===== src/rtl/mem_access_ctrl.sv =====
// Initiator-side controller for the single-port-pair memory: turns host valid/ready
// requests into one-cycle memory strobes and un-swaps upper-half read data.
module mem_access_ctrl #(
    parameter int WIDTH = 2,
    parameter int PSIZE = 2,
    parameter int DEPTH = 2**PSIZE
) (
    input  logic             clk,
    input  logic             rst_n,
    input  logic             req_valid,
    output logic             req_ready,
    input  logic             req_wr,
    input  logic [PSIZE-1:0] req_addr,
    input  logic [WIDTH-1:0] req_wdata,
    output logic             rsp_valid,
    input  logic             rsp_ready,
    output logic [WIDTH-1:0] rsp_rdata,
    output logic             mem_wr,
    output logic             mem_rd,
    output logic [WIDTH-1:0] mem_wdata,
    output logic [PSIZE-1:0] mem_wr_addr,
    output logic [PSIZE-1:0] mem_rd_addr,
    input  logic [WIDTH-1:0] mem_rdata,
    output logic             busy
);

    localparam logic [PSIZE-1:0] HALF = PSIZE'(DEPTH / 2);

    typedef enum logic [2:0] {
        IDLE,
        WR,
        RD,
        CAP,
        RESP
    } state_t;

    state_t           state;
    state_t           state_nxt;
    logic [PSIZE-1:0] addr_q;
    logic [PSIZE-1:0] addr_nxt;
    logic             accept;
    logic             upper;
    logic             mem_wr_nxt;
    logic             mem_rd_nxt;
    logic [WIDTH-1:0] mem_wdata_nxt;
    logic [PSIZE-1:0] mem_wr_addr_nxt;
    logic [PSIZE-1:0] mem_rd_addr_nxt;
    logic             rsp_valid_nxt;
    logic [WIDTH-1:0] rsp_rdata_nxt;

    assign accept = req_valid && (state == IDLE);
    // The swap decision uses the address latched at accept, not the live request bus.
    assign upper  = (addr_q >= HALF);

    // State and registered outputs.
    // NOTE: sequential state uses non-blocking assignments so every register
    // samples the pre-edge values; blocking here would create ordering races.
    always_ff @(posedge clk or negedge rst_n) begin
        if (!rst_n) begin
            state       <= IDLE;
            addr_q      <= '0;
            mem_wr      <= 1'b0;
            mem_rd      <= 1'b0;
            mem_wdata   <= '0;
            mem_wr_addr <= '0;
            mem_rd_addr <= '0;
            rsp_valid   <= 1'b0;
            rsp_rdata   <= '0;
        end else begin
            state       <= state_nxt;
            addr_q      <= addr_nxt;
            mem_wr      <= mem_wr_nxt;
            mem_rd      <= mem_rd_nxt;
            mem_wdata   <= mem_wdata_nxt;
            mem_wr_addr <= mem_wr_addr_nxt;
            mem_rd_addr <= mem_rd_addr_nxt;
            rsp_valid   <= rsp_valid_nxt;
            rsp_rdata   <= rsp_rdata_nxt;
        end
    end

    // Next-state decode.
    // NOTE: every variable written in a combinational block gets a default first,
    // otherwise a path that leaves it unassigned infers a latch.
    always_comb begin
        state_nxt = state;
        case (state)
            IDLE: if (accept) state_nxt = req_wr ? WR : RD;
            WR:   state_nxt = IDLE;
            RD:   state_nxt = CAP;
            CAP:  state_nxt = RESP;
            RESP: if (rsp_ready) state_nxt = IDLE;
            default: state_nxt = IDLE;
        endcase
    end

    // Output decode: strobes default low so each lasts exactly one cycle,
    // while data and addresses hold their last values between strobes.
    always_comb begin
        req_ready       = (state == IDLE);
        busy            = (state != IDLE);
        addr_nxt        = addr_q;
        mem_wr_nxt      = 1'b0;
        mem_rd_nxt      = 1'b0;
        mem_wdata_nxt   = mem_wdata;
        mem_wr_addr_nxt = mem_wr_addr;
        mem_rd_addr_nxt = mem_rd_addr;
        rsp_valid_nxt   = rsp_valid;
        rsp_rdata_nxt   = rsp_rdata;
        case (state)
            IDLE: begin
                if (accept) begin
                    addr_nxt = req_addr;
                    if (req_wr) begin
                        mem_wr_nxt      = 1'b1;
                        mem_wr_addr_nxt = req_addr;
                        // Raw data: the memory swaps upper-half writes on its own.
                        mem_wdata_nxt   = req_wdata;
                    end else begin
                        mem_rd_nxt      = 1'b1;
                        mem_rd_addr_nxt = req_addr;
                    end
                end
            end
            CAP: begin
                rsp_valid_nxt = 1'b1;
                rsp_rdata_nxt = upper ? {mem_rdata[WIDTH/2-1:0], mem_rdata[WIDTH-1:WIDTH/2]}
                                      : mem_rdata;
            end
            RESP: begin
                if (rsp_ready) rsp_valid_nxt = 1'b0;
            end
            default: begin
            end
        endcase
    end

endmodule

===== config.mk =====
export PLATFORM = sky130hd
export DESIGN_NAME = mem_access_ctrl
export DESIGN_NICKNAME = d
export VERILOG_FILES = /design/src/rtl/mem_access_ctrl.sv
export SDC_FILE = /design/constraint.sdc
export NUM_CORES = 1
export LEC_CHECK = 0
export CAP_MARGIN = 20
export CORE_ASPECT_RATIO = 1.1
export CORE_MARGIN = 2
export CORE_UTILIZATION = 40
export DETAILED_ROUTE_END_ITERATION = 12
export PLACE_DENSITY = 0.78
export SLEW_MARGIN = 10
export SYNTH_ARGS = -nofsm -noshare
export SYNTH_HDL_FRONTEND = slang
export SYNTH_SLANG_ARGS = --single-unit

===== constraint.sdc =====
create_clock -name clk -period 3.5 [get_ports clk]
set_input_delay 0.7 -clock clk [delete_from_list [all_inputs] [get_ports clk]]
set_output_delay 0.7 -clock clk [all_outputs]
set_load 0.01 [all_outputs]

==> results.md <==
- Reg-to-reg slack, setup: 2070 ps
- Initial DRC count: 9
- Final worst-path cycle share: 0.655
- Final Critical Period: 2290 ps
- Worst hold path type: flop to flop
- Setup WS pre-CTS: 1500 ps
- Critical path's slowest cell: clkdlybuf4s50_1
- GRT Overall Usage: 0.137
- Worst Skew: 1.08 ps
- Syn avg cell area: 13.2 sq um
- Total negative setup slack: 0 ps
- First-pass GRT wire length: about 1900 um
- Gr ovfl total: 0
- Synth area leader: dfrtp_1
- Vias in the first global route: 424
- Clk slew on worst S/H paths: about 80 ps
- Final #Nets: 86
- Initial Util: 0.416
- Resized cells post-CTS: 0
- Clock Path Buffers: 2
- Top FF cell, synth: dfrtp_1
- Hold Violations, Final: 0
- Top cell type's share of synthesized area: 0.593
- Remaining antenna violation count after routing: 0
- Most common cell in the netlist: dfrtp_1
- WL per Instance: 12.4 um
- Final setup margin: 1210 ps
- Vias per cell: 4.92
- Worst flop-to-flop path startpoint: state[0]
- Post-CTS Setup Inserts: 0
- Rows: 15
- Fmax: 0.437 GHz
- Slew headroom: 0.573
- Number of flops mapped to enable cells by yosys: 0
- Most area-consuming cells after synthesis: dfrtp_1 59%, mux2_4 9.5%, mux2_2 5.3%, mux2i_1 3.2%, nand2_1 3.0%
- CP delay by family, top: buffers and inverters
- Worst Reg-to-Reg Cells: 3
- Ys async rst share: 1.00
- Worst Max-Slew Pin Slew: 638 ps
- CTS buffer count: 3
- Core Area: 1520 sq um
- PortBufs: 23
- Critical path peak fanout: 6
- H-tree Lvls: 1
- Hold endpoint: rsp_rdata[1]
- Critical Path Max Stage Delay: 580 ps
- Worst path bufs/invs: 1
- Crit path kind: flop to output pin
- Reg2Reg Capture Point: mem_wr_addr[1]
- Area growth, synth to finish: 41.7%
- Final Max Slew Viols: 0
- Clock tree from TritonCTS: done
- Warnings from Yosys: 0
- Vias: ~450
- Die area: 1920 sq um
- RePlAce Congestion: about 0.75
- Detailed Place HPWL: ~870 um
- Post-synth top cells: 15 x dfrtp_1, 5 x nand2_1, 4 x mux2_4
- Hold path start: rsp_rdata[1]
- Net count after synthesis: 59
- Hold-fix buffers at CTS: 0
- Synth Instances: 48
- Crit. End Element: output pin
- Crit start category: flop
- Data required, critical path: 2800 ps
- Endpoints failing setup: 0
- Antenna fix cells: 0
- Critical Path AT: 1590 ps
- Max rail drop VDD: approximately 0.00036 V
- Hold Path Stages: 2
- Seq/Total Area, Yosys: 0.593
- Die X: 41.9 um
- Die height: 45.7 um
- Clock sinks: 15
- Post-synth cell types: 16
- Largest net degree at the start of global routing: 16
- Area of the multi-input gates: 231 sq um
- Drt drc: 0
- Sequential cell area: 375 sq um
- Number of top-level pins: 24
- DR pass1 iterations: 4
- CP cell instances: nor3_4 > clkdlybuf4s50_1
- Max_cap viols: 0
- Lkg Pwr: between 0.4 and 0.5 nW
- Outcome: finished clean
- Insertion delay to the later sink of the worst-skew pair: 280 ps
- Synth Cell Area: about 630 sq um
- RSZ-0062 raised after global routing: no
- Register bit count reported by yosys: 15
- Cell area power density: 841 nW/um^2
- Share of layout cells above drive strength 1: 0.176
- WL final: 1130 um
- Fillers: 114
- Initial antenna violation count: 0
- Clock root buffer master: clkbuf_4
## state kept, by name (all words and copies together), names as in the netlist
name and flops:
state 3, mem_rd 1, mem_rd_addr 2, mem_wr 1, rsp_rdata 2, mem_wdata 2
rsp_valid 1, addr_q 1, mem_wr_addr 2
## worst max path at each step
stage,cells past startpoint,to,slack (ps),from
final,2,req_ready,1210,state[0]
after global routing,2,req_ready,1110,state[0]
after detailed placement,2,req_ready,1500,state[0]
after global placement,2,req_ready,1550,state[0]
after floorplan,2,busy,1970,state[0]
after CTS,2,req_ready,1190,state[0]
## metrics by stage
step / power (mW) / hold slack (ps) / instance area [sq um] / utilization / std cells
6_report: 0.755 / 484 / 897 / 0.590 / 91
5_1_grt: 0.810 / 533 / 897 / 0.590 / 91
4_1_cts: 0.767 / 492 / 897 / 0.590 / 91
3_5_place_dp: 0.669 / 473 / 870 / 0.572 / 87
3_3_place_gp: 0.657 / 464 / 870 / 0.572 / 87
2_1_floorplan: 0.489 / 404 / 633 / - / 48
## layer usage
layer  vias up  global-route usage  part of all wire
met5         -                   0                 0
met2        17               0.213              0.47
li1        217                   -                 -
met1       210               0.161              0.44
met3         4              0.0476             0.060
met4         0              0.0968             0.028
## logic make-up (layout without fill, tap and decap cells)
| group | after synthesis | in the layout | share of synthesized area |
|---|---|---|---|
| DFF | 15 | 15 | 0.593 |
| and+or+nand+nor | 15 | 15 | 0.146 |
| muxes | 9 | 9 | 0.180 |
| AOI/OAI and AO/OA | 5 | 5 | 0.0395 |
| buffers and inverters | 4 | 30 | 0.0415 |
## final cells by class
class,count,share of cell area
tap,17,0.0237
timing repair buffer,23,0.257
inverter,3,0.0126
clock buffer,3,0.0251
clock inverter,1,0.00558
multi-input combinational,29,0.258
sequential,15,0.418
## worst reg2reg max path, stage by stage (launching register included)
cell and delay, ps:
dfrtp_1 450, nor3_4 280, and3_4 280, mux2_4 310
## cells in the final DEF (no fill, tap or decap), types with 2 or more instances in the layout
master,synthesis,layout
nor3_1,2,2
nand3b_1,2,2
clkdlybuf4s50_1,0,23
inv_1,3,3
a21oi_1,3,3
dfrtp_1,15,15
nand2_1,5,5
mux2_2,3,3
nor2_1,2,2
clkbuf_4,0,3
mux2i_1,2,2
o21ai_0,2,2
mux2_4,4,4
## where the power goes
group | internal [mW] | leakage, nW | switching (mW) | total [mW]
logic | 0.223 | 0.199 | 0.125 | 0.348
registers | 0.249 | 0.186 | 0.0627 | 0.311
clock network | 0.0424 | 0.0177 | 0.0532 | 0.0957
(Power assumes the default switching activity.)
